`src/rtl/nn_cfg_pkg.sv`:
```
// Shared definitions for the NN config bank: job FSM encoding, CTRL/STATUS bit map,
// and the engine-facing field layout of the config words.
package nn_cfg_pkg;

  typedef enum logic [1:0] {
    ST_IDLE   = 2'd0,
    ST_COMMIT = 2'd1,
    ST_RUN    = 2'd2
  } state_e;

  localparam int CTRL_START   = 0;
  localparam int CTRL_ABORT   = 1;
  localparam int CTRL_IRQ_CLR = 2;
  localparam int CTRL_ERR_CLR = 3;

  localparam int STAT_BUSY      = 0;
  localparam int STAT_IRQ       = 1;
  localparam int STAT_ERR       = 2;
  localparam int STAT_PEND      = 3;
  localparam int STAT_STATE_LSB = 4;
  localparam int STAT_W         = 6;

  // Field placement: word index plus bit offset within that word.
  localparam int W_CTL        = 0;
  localparam int OFF_MODE     = 0;
  localparam int OFF_POOL     = 2;
  localparam int OFF_RELU     = 3;
  localparam int OFF_STRIDE   = 4;
  localparam int OFF_PSUM_SH  = 8;
  localparam int W_MOVE       = 1;
  localparam int OFF_X_MOVE   = 0;
  localparam int OFF_Z_MOVE   = 8;
  localparam int OFF_Y_MOVE   = 16;
  localparam int W_RES        = 2;
  localparam int OFF_IMG_WR   = 0;
  localparam int OFF_RES_SCL  = 16;
  localparam int OFF_RES_SH   = 24;
  localparam int OFF_UPD      = 29;
  localparam int W_DMA_SRC    = 3;
  localparam int W_DMA_DST    = 4;

  typedef struct packed {
    logic [1:0]  mode;
    logic        pool;
    logic        relu;
    logic [3:0]  stride;
    logic [4:0]  psum_shift;
    logic [7:0]  x_move;
    logic [7:0]  z_move;
    logic [7:0]  y_move;
    logic [15:0] img_wr_count;
    logic [7:0]  result_scale;
    logic [4:0]  result_shift;
    logic [2:0]  upd_flags;
    logic [31:0] dma_src_base;
    logic [31:0] dma_dst_base;
  } nn_cfg_fields_t;

  localparam int FIELDS_W = $bits(nn_cfg_fields_t);

  function automatic logic [STAT_W-1:0] pack_status(state_e st, logic pend, logic err,
                                                    logic irq, logic busy);
    logic [STAT_W-1:0] s;
    s = '0;
    s[STAT_STATE_LSB +: 2] = st;
    s[STAT_PEND]           = pend;
    s[STAT_ERR]            = err;
    s[STAT_IRQ]            = irq;
    s[STAT_BUSY]           = busy;
    return s;
  endfunction

endpackage

```
`src/rtl/nn_cfg_decode.sv`:
```
// Slices the flat active-config vector into named engine fields so the bank itself
// stays layout-agnostic. Words missing from a small bank decode as zero.
module nn_cfg_decode
  import nn_cfg_pkg::*;
#(
  parameter int DATA_W  = 32,
  parameter int NUM_CFG = 7
) (
  input  logic [NUM_CFG*DATA_W-1:0] i_cfg,
  output logic [FIELDS_W-1:0]       o_fields
);

  localparam int NEED_W = W_DMA_DST * DATA_W + 32;
  localparam int EXT_W  = (NUM_CFG * DATA_W > NEED_W) ? NUM_CFG * DATA_W : NEED_W;

  logic [EXT_W-1:0] cfg_ext;
  logic             unused_cfg_bits;
  nn_cfg_fields_t   f;

  assign cfg_ext         = EXT_W'(i_cfg);
  assign unused_cfg_bits = ^cfg_ext;

  always_comb begin
    f              = '0;
    f.mode         = cfg_ext[W_CTL*DATA_W + OFF_MODE +: 2];
    f.pool         = cfg_ext[W_CTL*DATA_W + OFF_POOL];
    f.relu         = cfg_ext[W_CTL*DATA_W + OFF_RELU];
    f.stride       = cfg_ext[W_CTL*DATA_W + OFF_STRIDE +: 4];
    f.psum_shift   = cfg_ext[W_CTL*DATA_W + OFF_PSUM_SH +: 5];
    f.x_move       = cfg_ext[W_MOVE*DATA_W + OFF_X_MOVE +: 8];
    f.z_move       = cfg_ext[W_MOVE*DATA_W + OFF_Z_MOVE +: 8];
    f.y_move       = cfg_ext[W_MOVE*DATA_W + OFF_Y_MOVE +: 8];
    f.img_wr_count = cfg_ext[W_RES*DATA_W + OFF_IMG_WR +: 16];
    f.result_scale = cfg_ext[W_RES*DATA_W + OFF_RES_SCL +: 8];
    f.result_shift = cfg_ext[W_RES*DATA_W + OFF_RES_SH +: 5];
    f.upd_flags    = cfg_ext[W_RES*DATA_W + OFF_UPD +: 3];
    f.dma_src_base = cfg_ext[W_DMA_SRC*DATA_W +: 32];
    f.dma_dst_base = cfg_ext[W_DMA_DST*DATA_W +: 32];
  end

  assign o_fields = f;

endmodule

```
`src/rtl/nn_cfg_bank.sv`:
```
// Double-buffered NN config bank with job FSM, one-deep pending start, abort, irq and error.
// Define NN_CFG_RDBK_EN to build the register/status read port; otherwise it is tied off.
module nn_cfg_bank
  import nn_cfg_pkg::*;
#(
  parameter int DATA_W   = 32,
  parameter int ADDR_W   = 4,
  parameter int NUM_REGS = 8
) (
  input  logic                             i_clk,
  input  logic                             i_rst,
  input  logic                             i_wr_en,
  input  logic [ADDR_W-1:0]                i_addr,
  input  logic [DATA_W-1:0]                i_wr_data,
  input  logic                             i_rd_en,
  output logic [DATA_W-1:0]                o_rd_data,
  output logic                             o_rd_valid,
  output logic [(NUM_REGS-1)*DATA_W-1:0]   o_cfg,
  output logic                             o_start,
  output logic                             o_abort,
  input  logic                             i_done,
  output logic                             o_busy,
  output logic                             o_irq,
  output logic                             o_err
);

  localparam int          NUM_CFG   = NUM_REGS - 1;
  localparam logic [31:0] CTRL_ADDR = 32'(NUM_REGS - 1);
  localparam logic [31:0] REG_END   = 32'(NUM_REGS);

  state_e            state_q, state_d;
  logic              pending_q, pending_d;
  logic              irq_q, irq_d;
  logic              err_q, err_d;
  logic              start_q, start_d;
  logic              abort_q, abort_d;
  logic [DATA_W-1:0] stg_q [NUM_CFG];
  logic [DATA_W-1:0] stg_d [NUM_CFG];
  logic [DATA_W-1:0] act_q [NUM_CFG];
  logic [DATA_W-1:0] act_d [NUM_CFG];

  logic [31:0] addr_ext;
  logic        cfg_hit, ctrl_hit, oob_hit;
  logic        ctrl_wr, start_cmd, abort_cmd;
  logic        irq_set, err_set, rd_oob, busy;

  assign addr_ext  = 32'(i_addr);
  assign cfg_hit   = addr_ext < CTRL_ADDR;
  assign ctrl_hit  = addr_ext == CTRL_ADDR;
  assign oob_hit   = addr_ext >= REG_END;
  assign ctrl_wr   = i_wr_en && ctrl_hit;
  assign abort_cmd = ctrl_wr && i_wr_data[CTRL_ABORT];
  assign start_cmd = ctrl_wr && i_wr_data[CTRL_START] && !i_wr_data[CTRL_ABORT];
  assign busy      = state_q != ST_IDLE;

  always_comb begin
    state_d   = state_q;
    pending_d = pending_q;
    start_d   = 1'b0;
    abort_d   = 1'b0;
    irq_set   = 1'b0;
    err_set   = (i_wr_en && oob_hit) || rd_oob;
    irq_d     = irq_q;
    err_d     = err_q;
    stg_d     = stg_q;
    act_d     = act_q;

    for (int k = 0; k < NUM_CFG; k++) begin
      if (i_wr_en && cfg_hit && addr_ext == 32'(k)) stg_d[k] = i_wr_data;
    end

    if (abort_cmd) begin
      state_d   = ST_IDLE;
      pending_d = 1'b0;
      abort_d   = busy;
    end else begin
      case (state_q)
        ST_IDLE: begin
          if (start_cmd) state_d = ST_COMMIT;
        end
        ST_COMMIT: begin
          act_d   = stg_q;
          state_d = ST_RUN;
          start_d = 1'b1;
          irq_d   = 1'b0;
          if (start_cmd) begin
            if (pending_q) err_set = 1'b1;
            else           pending_d = 1'b1;
          end
        end
        ST_RUN: begin
          // A START landing with done counts as already queued, so chain straight on.
          if (i_done) begin
            irq_set = 1'b1;
            if (start_cmd && pending_q) err_set = 1'b1;
            if (pending_q || start_cmd) begin
              state_d   = ST_COMMIT;
              pending_d = 1'b0;
            end else begin
              state_d = ST_IDLE;
            end
          end else if (start_cmd) begin
            if (pending_q) err_set = 1'b1;
            else           pending_d = 1'b1;
          end
        end
        default: state_d = ST_IDLE;
      endcase
    end

    if (ctrl_wr && i_wr_data[CTRL_IRQ_CLR]) irq_d = 1'b0;
    if (irq_set)                            irq_d = 1'b1;
    if (ctrl_wr && i_wr_data[CTRL_ERR_CLR]) err_d = 1'b0;
    if (err_set)                            err_d = 1'b1;
  end

  always_ff @(posedge i_clk) begin
    if (i_rst) begin
      state_q   <= ST_IDLE;
      pending_q <= 1'b0;
      irq_q     <= 1'b0;
      err_q     <= 1'b0;
      start_q   <= 1'b0;
      abort_q   <= 1'b0;
      stg_q     <= '{default: '0};
      act_q     <= '{default: '0};
    end else begin
      state_q   <= state_d;
      pending_q <= pending_d;
      irq_q     <= irq_d;
      err_q     <= err_d;
      start_q   <= start_d;
      abort_q   <= abort_d;
      stg_q     <= stg_d;
      act_q     <= act_d;
    end
  end

`ifdef NN_CFG_RDBK_EN
  logic [DATA_W-1:0] rd_data_q, rd_data_d;
  logic              rd_valid_q, rd_valid_d;

  assign rd_oob = i_rd_en && oob_hit;

  always_comb begin
    rd_valid_d = i_rd_en;
    rd_data_d  = '0;
    if (i_rd_en && cfg_hit) begin
      for (int k = 0; k < NUM_CFG; k++) begin
        if (addr_ext == 32'(k)) rd_data_d = stg_q[k];
      end
    end else if (i_rd_en && ctrl_hit) begin
      rd_data_d = DATA_W'(pack_status(state_q, pending_q, err_q, irq_q, busy));
    end
  end

  always_ff @(posedge i_clk) begin
    if (i_rst) begin
      rd_data_q  <= '0;
      rd_valid_q <= 1'b0;
    end else begin
      rd_data_q  <= rd_data_d;
      rd_valid_q <= rd_valid_d;
    end
  end

  assign o_rd_data  = rd_data_q;
  assign o_rd_valid = rd_valid_q;
`else
  logic unused_rd_en;

  assign unused_rd_en = i_rd_en;
  assign rd_oob       = 1'b0;
  assign o_rd_data    = '0;
  assign o_rd_valid   = 1'b0;
`endif

  for (genvar k = 0; k < NUM_CFG; k++) begin : g_cfg_out
    assign o_cfg[k*DATA_W +: DATA_W] = act_q[k];
  end

  // Named-field view for engine-side consumers; nothing inside the bank reads it.
  logic [FIELDS_W-1:0] unused_eng_fields;

  nn_cfg_decode #(
    .DATA_W  (DATA_W),
    .NUM_CFG (NUM_CFG)
  ) u_decode (
    .i_cfg    (o_cfg),
    .o_fields (unused_eng_fields)
  );

  assign o_start = start_q;
  assign o_abort = abort_q;
  assign o_busy  = busy;
  assign o_irq   = irq_q;
  assign o_err   = err_q;

endmodule

```
`config.mk`:
```
export PLATFORM = sky130hd
export DESIGN_NAME = nn_cfg_bank
export DESIGN_NICKNAME = d
export VERILOG_FILES = /design/src/rtl/nn_cfg_pkg.sv /design/src/rtl/nn_cfg_decode.sv /design/src/rtl/nn_cfg_bank.sv
export SDC_FILE = /design/constraint.sdc
export NUM_CORES = 1
export LEC_CHECK = 0
export CAP_MARGIN = 20
export CORE_MARGIN = 1.5
export CORE_UTILIZATION = 47
export CTS_BUF_LIST = sky130_fd_sc_hd__clkbuf_16
export CTS_CLUSTER_DIAMETER = 120
export CTS_CLUSTER_SIZE = 28
export DETAILED_ROUTE_END_ITERATION = 7
export PLACE_DENSITY = 0.73
export SLEW_MARGIN = 10
export SYNTH_ARGS = -nofsm -noshare
export SYNTH_HDL_FRONTEND = slang
export SYNTH_HIERARCHICAL = 1
export SYNTH_SLANG_ARGS = --single-unit
export TNS_END_PERCENT = 5
```
`constraint.sdc`:
```
create_clock -name i_clk -period 1.8 [get_ports i_clk]
set_clock_uncertainty 0.05 [all_clocks]
set_input_delay 0.36 -clock i_clk [delete_from_list [all_inputs] [get_ports i_clk]]
set_output_delay 0.36 -clock i_clk [all_outputs]
set_load 0.005 [all_outputs]
```
Word level (Yosys, flattened, before mapping)
Cells that the tools add are included.
Storage, ports and cells
  register bits: 455
  input bits: 41
  output and inout bits: 262
  logic and storage cells: 90
Cells by class
  $lt $le $gt $ge: 2
  equality and inequality tests: 13
  multiplexer cells: 24
  bitwise gates (word level): 1
  reduce and logical (&&, ||, !) cells: 30
Operators with widths (count)
  $logic_not A32 Y1: 1
  $mux W1: 19
  $eq A4 B3 Y1 const B: 4
  $logic_and A1 B1 Y1: 16
  $eq A4 B2 Y1 const B: 2
  $reduce_and A2 Y1: 4
  $pmux W2 S3: 1
  $reduce_bool A2 Y1: 3
  $eq A4 B1 Y1 const B: 1
  $ge A4 B4 Y1 const B: 1
  $lt A4 B3 Y1 const B: 1
  $mux W2: 2
  $ne A2 B2 Y1 const B: 2
  $pmux W1 S2: 2
  $reduce_or A2 Y1: 2
  $ne A3 B1 Y1 const B: 1
  $ne A3 B3 Y1 const B: 1
  $reduce_bool A3 Y1: 1
  $eq A2 B1 Y1 const B: 1
  $eq A2 B2 Y1 const B: 1
  $logic_not A2 Y1: 1
  $logic_not A1 Y1: 1
  $logic_or A1 B1 Y1: 1
  $not A1 Y1: 1

Depth between registers and ports, before layout
Gate-level depths: netlist of run 1.
  word-level depth: 10
  mapped depth: 8
  depth with buffers taken out: 6

Least setup slack after synthesis of run 1
OpenSTA, ideal clock, no wires.
  path type: in2reg
  start: in i_addr[3]
  end: reg state_q[0]
  setup time: 0.117 ns
  data arrival time: 1.609 ns
  data required time: 1.633 ns
  slack: 0.023 ns
  stages: 4
  buffers on the path: 0
  cells stage by stage: nand3b_1 > or4b_4 > a22o_1 > a32o_1
On the way
  cells in the longest elaborated chain, start to end: 8
  elaborated cells between the ends (all ways): 12
  classes of those cells: eq/ne (2); mux (3); reduce/logical (7)
Ends and longest elaborated chain
  start, declared: line nn_cfg_bank.sv:13  | input logic [ADDR_W-1:0] i_addr,
  $eq A4 B3 Y1 (*): line nn_cfg_bank.sv:49  | assign ctrl_hit = addr_ext == CTRL_ADDR;
  $logic_and A1 B1 Y1 (*): line nn_cfg_bank.sv:51  | assign ctrl_wr = i_wr_en && ctrl_hit;
  $logic_and A1 B1 Y1 (2 in a row): line nn_cfg_bank.sv:53  | assign start_cmd = ctrl_wr && i_wr_data[CTRL_START] && !i_wr_data[CTRL_ABORT];
  $logic_or A1 B1 Y1: line nn_cfg_bank.sv:96  | if (pending_q || start_cmd) begin
  $mux W1: line nn_cfg_bank.sv:96
  $mux W2: line nn_cfg_bank.sv:93  | if (i_done) begin
  $pmux W2 S3: line nn_cfg_bank.sv:77  | case (state_q)
  end signal, assigned: line nn_cfg_bank.sv:128  | state_q <= state_d;
  end, declared: line nn_cfg_bank.sv:31  | state_e state_q, state_d;
Mark *: on every way between the ends. The rest lies on a longest branch, timed or not. The select of a mux whose other input is x is not followed.
A chain may end at the register's enable or synchronous reset.

Final worst setup path of run 1
  start: in i_wr_data[1]
  end: reg act_q, in the netlist o_cfg[189]
On the way
  cells in the longest elaborated chain, start to end: 3
Ends and longest elaborated chain
  start, declared: line nn_cfg_bank.sv:14  | input logic [DATA_W-1:0] i_wr_data,
  $logic_and A1 B1 Y1: line nn_cfg_bank.sv:52  | assign abort_cmd = ctrl_wr && i_wr_data[CTRL_ABORT];
  $not A1 Y1 (no line)
  $reduce_and A2 Y1 (no line)
  end signal, assigned: line nn_cfg_bank.sv:135  | act_q <= act_d;
  end, declared: line nn_cfg_bank.sv:39  | logic [DATA_W-1:0] act_q [NUM_CFG];
No other way between the ends.

==> flow_metrics.py, run 1 <==
metrics = {
    "pwr": {
        "vdd_drop_max_mv": 0.557,
        "p_leak_nw": 8.84,
        "p_per_area_nw_per_um2": 790,
    },
    "cells_and_area": {
        "n_fill_cell": 3007,
        "layout_commonest_cell": "nand2_1",
        "final_cell_mix": "nand2_1, a21oi_1, dfxtp_1",
        "nets": 2326,
        "final_layout_size_suffix_gt1_frac": 0.145,
        "areaGrowthSynthToFinish_pct": 28.3,
        "fin_util": 0.612,
        "final_cells": 2731,
        "design_area_sq_um": 20500,
    },
    "timing": {
        "holdWs_ns": 0.144,
        "fin_ws_ns": 0.0335,
        "min_period_over_period": 0.981,
        "slew_headroom": 0.523,
        "max_clock_freq_mhz": 566,
        "finalHoldViolations": 0,
        "tightest_slew_ns": 0.716,
        "timing.final.crit_period_ns": 1.77,
        "slew_violations": 0,
        "setup_viol": 0,
    },
    "yosys": {
        "ys_warn_count": 6,
        "synth.cell_area_sq_um": 16000,
        "yosysSeqAreaShare": 0.569,
        "syn_avg_cell_area_sq_um": 7.83,
        "synth_enable_flop_cells": 0,
        "synthArstFlopShare": 0,
        "ys_types": 34,
        "ys.flop_type": "dfxtp_1",
        "ys_ff_latch": 455,
        "synthCells": 2044,
    },
    "global_routing": {
        "grt_start_max_net_pins": 166,
        "grt_overflow": 0,
        "grt_pass1_wl_mm": 73.2,
        "grt_pass1_vias": 12958,
        "antenna_found_initial": 2,
        "grt_usage": 0.265,
    },
    "job": {
        "maxCapViolCount": 0,
    },
    "critical_path": {
        "arrival_ns": 2.17,
        "r2r_setup_slack_ns": 0.04,
        "end_kind": "register",
        "crit_type": "in2reg",
        "critPathLaunchType": "input port",
        "reg2reg_depth": 9,
        "r2r_start": "state_q[0]",
        "critPathMaxFanout": 15,
        "worstPathRequired_ns": 2.21,
        "r2r-end": "o_cfg[189]",
    },
    "clock_network": {
        "cts_sinks": 455,
        "clk_latency_ns": 0.54,
        "path_clk_slew_ns": 0.11,
        "cts_hold_buf": 0,
        "cts_root_buffer": "clkbuf_16",
        "tritoncts": "done",
        "numCtsBuffers": 20,
        "htree_num_levels": 1,
        "cts_max_path_buffers": 3,
    },
    "worst_hold_path": {
        "worstHoldStart": "i_rst",
        "worstHoldPathType": "in2reg",
        "holdPathStages": 3,
        "holdPathEnd": "o_err",
    },
    "die": {
        "core_sq_um": 33500,
        "start_util": 0.477,
        "die_area_sq_um": 35100,
        "fp-row-count": 67,
        "num_io_pins": 303,
        "die_y_um": 187,
        "die_w_um": 187,
    },
    "place": {
        "dp_hpwl_mm": 30.9,
        "dp.cells": 2698,
        "place.gp.congestion": 0.823,
        "post-place-ws_ns": -0.557,
        "placed_area_sq_um": 19600,
        "numPortBuffers": 268,
    },
    "detailed_routing": {
        "vias": 14319,
        "drt-pass1-iter-count": 5,
        "ant_nets": 0,
        "routedWlPerCell_um": 18.2,
        "drt_iter0_drc": 1170,
        "drc": 0,
        "via_per_inst": 5.24,
        "wl_mm": 49.7,
    },
    "run_status": {
        "status": "complete, no violations",
    },
}
synth_stat cells (2+ instances only):
master	n	share of area
dfxtp_1	455	0.57
nand2b_1	3	0.0012
nand3b_1	3	0.0014
nor3_1	3	0.00094
and3b_1	2	0.0011
a21oi_1	449	0.14
clkbuf_1	113	0.027
a32o_1	2	0.0013
buf_1	5	0.0012
nor3b_1	2	0.00094
nor2_1	3	0.00070
buf_4	35	0.016
nand3_1	2	0.00063
inv_1	7	0.0016
nand2_1	905	0.21
buf_2	32	0.010
or3b_2	2	0.0011
ha_1	4	0.0031
o31a_1	2	0.0011
how the worst max path moves through the flow:
stage / slack (ns) / startpoint / endpoint
floorplan: 0.02 / i_addr[3] / state_q[0]
global placement: -0.49 / i_addr[0] / o_cfg[84]
detailed placement: -0.56 / i_addr[3] / o_cfg[77]
CTS: -0.008 / state_q[1] / o_busy
global route: -0.009 / state_q[0] / o_cfg[196]
finish: 0.03 / i_wr_data[1] / o_cfg[189]
per-stage QoR:
stage | total power, mW | TNS (ns)
after floorplan | 10.8 | 0
after global placement | 11.2 | -160.47
after detailed placement | 11.2 | -184.25
after CTS | 16.3 | -0.0113
after global routing | 16.8 | -0.0164
final | 16.2 | 0
layout make-up:
| cell class | count | area [sq um] | share of cell area |
|---|---|---|---|
| clock inverter | 1 | 30.0 | 0.00146 |
| antenna | 2 | 5.00 | 0.000244 |
| clock buffer | 21 | 526 | 0.0256 |
| tap | 448 | 561 | 0.0273 |
| multi-input combinational | 1429 | 6140 | 0.299 |
| inverter | 7 | 26.3 | 0.00128 |
| sequential | 455 | 9350 | 0.456 |
| timing repair buffer | 368 | 3880 | 0.189 |
routing by layer:
layer  global-route usage  up-vias  part of all wire
li1                     -     6927                 -
met1                0.339     6710              0.40
met2                0.446      568              0.48
met3               0.0402      112             0.071
met4                0.113        2             0.046
met5                    0        -           0.00024
logic make-up after synthesis:
family	share of synthesized area
AND/OR/NAND/NOR	0.224
AO/OA/AOI/OAI	0.147
flip-flops	0.569
buffers and inverters	0.0558
adder cells (fa/ha/maj)	0.00313
multiplexers	0.000626
other	0.000234
registers in the layout, indices dropped and copies added, names as in the netlist:
name / count
stg_q: 224
o_irq: 1
o_abort: 1
o_start: 1
pending_q: 1
o_cfg: 224
o_err: 1
state_q: 2
power breakdown:
part | internal [mW] | switching [mW] | leakage (nW)
Clock | 2.14 | 3.10 | 0.270
Combinational | 0.251 | 0.578 | 4.80
Sequential | 10.1 | 0.0345 | 3.77
worst max-delay path, cell delays in order:
cell	delay, ns
clkdlybuf4s50_1	0.61
nand2_1	0.18
o31ai_4	0.32
buf_6	0.15
buf_8	0.14
clkbuf_16	0.18
nand2_1	0.06
a21oi_1	0.17
repair_timing:
| item | 4_1_cts | 5_1_grt |
|---|---|---|
| setup buffers | 1 | 3 |
| setup endpoints to repair | 226 | 258 |
| cloned | 0 | 5 |
| pin swaps | 1 | 1 |
| gates resized for setup | 359 | 81 |
Note: power is estimated with default switching activity, not from simulation.
==> inputs of run 2 (changes only) <==
--- a/config.mk
+++ b/config.mk
@@ -13,7 +13,6 @@
 export CTS_CLUSTER_SIZE = 28
 export DETAILED_ROUTE_END_ITERATION = 7
 export PLACE_DENSITY = 0.73
-export SLEW_MARGIN = 10
 export SYNTH_ARGS = -nofsm -noshare
 export SYNTH_HDL_FRONTEND = slang
 export SYNTH_HIERARCHICAL = 1
==> results of run 2 <==
Same layout as run 1: the final DEF is identical, and so are final timing and power.
==> inputs of run 3 (changes only) <==
--- a/config.mk
+++ b/config.mk
@@ -9,9 +9,10 @@
 export CORE_MARGIN = 1.5
 export CORE_UTILIZATION = 47
 export CTS_BUF_LIST = sky130_fd_sc_hd__clkbuf_16
-export CTS_CLUSTER_DIAMETER = 120
+export CTS_CLUSTER_DIAMETER = 100
 export CTS_CLUSTER_SIZE = 28
 export DETAILED_ROUTE_END_ITERATION = 7
+export MAX_ROUTING_LAYER = met4
 export PLACE_DENSITY = 0.73
 export SYNTH_ARGS = -nofsm -noshare
 export SYNTH_HDL_FRONTEND = slang
==> run 3 against run 2 <==
  * Register-to-register slack lost 0.02 ns
  * Cell area is the same
  * Routed wire length shrank 0.16%
  * Sequential share of layout area is the same
  * Combinational power is essentially flat
  * Clock power is essentially flat
  * Die area is the same
  * Count of clock-buffer cells in the layout is the same
  * Critical path depth is the same
  * Global-route usage grew 0.81 points
  * Non-clock buffer count is the same
  * Critical endpoint is now o_cfg[45]
  * Final cell count is the same
==> flow_metrics.py, run 3 (synthesized netlist as in run 1, its figures left out) <==
metrics = {
    "critical_path": {
        "worstPathRequired_ns": 2.21,
        "critPathMaxFanout": 18,
        "slowest_stage": "clkdlybuf4s50_1",
        "slowest_delay_ns": 0.61,
        "r2r_start": "state_q[0]",
        "crit_path_start": "i_wr_data[1]",
        "r2r_setup_slack_ns": 0.02,
        "r2r-end": "o_cfg[45]",
        "crit_path_end": "o_cfg[45]",
        "crit_chain": "clkdlybuf4s50_1, nand2_1, o31ai_4, buf_6, buf_6, clkbuf_16, nand2_1, a21oi_1",
        "reg2reg_depth": 9,
        "end_kind": "register",
        "arrival_ns": 2.19,
        "crit_type": "in2reg",
        "critPathLaunchType": "input port",
    },
    "timing": {
        "setup_viol": 0,
        "timing.final.crit_period_ns": 1.78,
        "tightest_slew_ns": 0.747,
        "slew_headroom": 0.502,
        "holdWs_ns": 0.139,
        "fin_setup_tns_ns": 0,
        "slew_violations": 0,
        "min_period_over_period": 0.988,
        "max_clock_freq_mhz": 562,
        "finalHoldViolations": 0,
    },
    "global_routing": {
        "grt_pass1_wl_mm": 73.2,
        "grt_start_max_net_pins": 166,
        "grt_overflow": 0,
        "grt_usage": 0.273,
        "grt_pass1_vias": 12952,
        "antenna_found_initial": 2,
    },
    "die": {
        "start_util": 0.477,
        "die_area_sq_um": 35100,
        "num_io_pins": 303,
        "core_sq_um": 33500,
        "fp-row-count": 67,
        "die_w_um": 187,
        "die_y_um": 187,
    },
    "pwr": {
        "vdd_drop_max_mv": 0.558,
        "p_per_area_nw_per_um2": 791,
        "p_leak_nw": 8.84,
    },
    "place": {
        "dp_hpwl_mm": 30.9,
        "place.gp.congestion": 0.835,
        "numPortBuffers": 268,
        "placed_area_sq_um": 19600,
        "dp.cells": 2698,
    },
    "detailed_routing": {
        "ant_nets": 0,
        "wl_mm": 49.6,
        "via_per_inst": 5.22,
        "vias": 14256,
        "drt_iter0_drc": 1323,
        "drc": 0,
        "drt-pass1-iter-count": 6,
        "routedWlPerCell_um": 18.2,
    },
    "cells_and_area": {
        "layout_commonest_cell": "nand2_1",
        "nets": 2326,
        "fin_util": 0.612,
        "areaGrowthSynthToFinish_pct": 28.3,
        "final_cell_mix": "nand2_1, a21oi_1, dfxtp_1",
        "final_layout_size_suffix_gt1_frac": 0.145,
        "n_fill_cell": 3008,
        "design_area_sq_um": 20500,
        "final_cells": 2731,
    },
    "clock_network": {
        "path_clk_slew_ns": 0.11,
        "cts_root_buffer": "clkbuf_16",
        "clk_latency_ns": 0.54,
        "cts_max_path_buffers": 3,
        "cts_sinks": 455,
        "numCtsBuffers": 20,
        "htree_num_levels": 1,
        "tritoncts": "done",
        "cts_hold_buf": 0,
    },
    "run_status": {
        "status": "complete, no violations",
    },
    "worst_hold_path": {
        "worstHoldPathType": "in2reg",
    },
    "job": {
        "maxCapViolCount": 0,
    },
}
-- run 3: worst max-delay path, delay by kind of cell --
kind	cells	cell delay [ns]
and+or+nand+nor	2	0.24
buffers and inverters	4	1.11
AOI/OAI and AO/OA	2	0.47
-- run 3: metal layers --
layer | global-route usage | part of all wire | wire length [um] | vias up
li1 | - | - | - | 6927
met1 | 0.341 | 0.40 | 19800 | 6658
met2 | 0.447 | 0.48 | 24000 | 564
met3 | 0.0371 | 0.072 | 3570 | 107
met4 | 0.113 | 0.047 | 2310 | 0
met5 | - | 0 | 0 | -
-- run 3: worst min-delay path by stage --
stage          startpoint    endpoint  slack [ns]  depth (start not counted)
3_3_place_gp   stg_q[115]  o_cfg[115]        0.39                          2
3_5_place_dp   stg_q[162]   o_cfg[34]        0.39                          2
6_report            i_rst       o_err        0.14                          3
2_1_floorplan  stg_q[192]    o_cfg[0]        0.38                          2
5_1_grt             i_rst       o_err        0.13                          3
4_1_cts             i_rst       o_err        0.12                          3
-- run 3: cell type report --
type,count,area (sq um),area share
Clock inverter,1,30.0,0.00146
Tap cell,448,561,0.0273
Clock buffer,21,526,0.0256
Inverter,7,26.3,0.00128
Antenna cell,2,5.00,0.000244
Timing Repair Buffer,368,3880,0.189
Multi-Input combinational cell,1429,6140,0.299
Sequential cell,455,9350,0.456
-- run 3: report_power, final --
| group | switching, mW | internal, mW | leakage (nW) |
|---|---|---|---|
| Clock | 3.12 | 2.14 | 0.270 |
| Combinational | 0.579 | 0.251 | 4.80 |
| Sequential | 0.0343 | 10.1 | 3.77 |
| Total | 3.73 | 12.5 | 8.84 |
-- run 3: per-stage QoR --
| stage | setup WS, ns | power [mW] |
|---|---|---|
| floorplan | 0.0235 | 10.8 |
| global route | -0.00800 | 16.8 |
| finish | 0.0221 | 16.2 |
| detailed placement | -0.557 | 11.2 |
| CTS | -0.00761 | 16.3 |
| global placement | -0.489 | 11.2 |
-- run 3: timing repair --
action                                  CTS  global route
pin swaps                                 1             1
endpoints found under the setup margin  226           259
resized for setup                       359            81
gates cloned                              0             5
setup buffers                             1             3
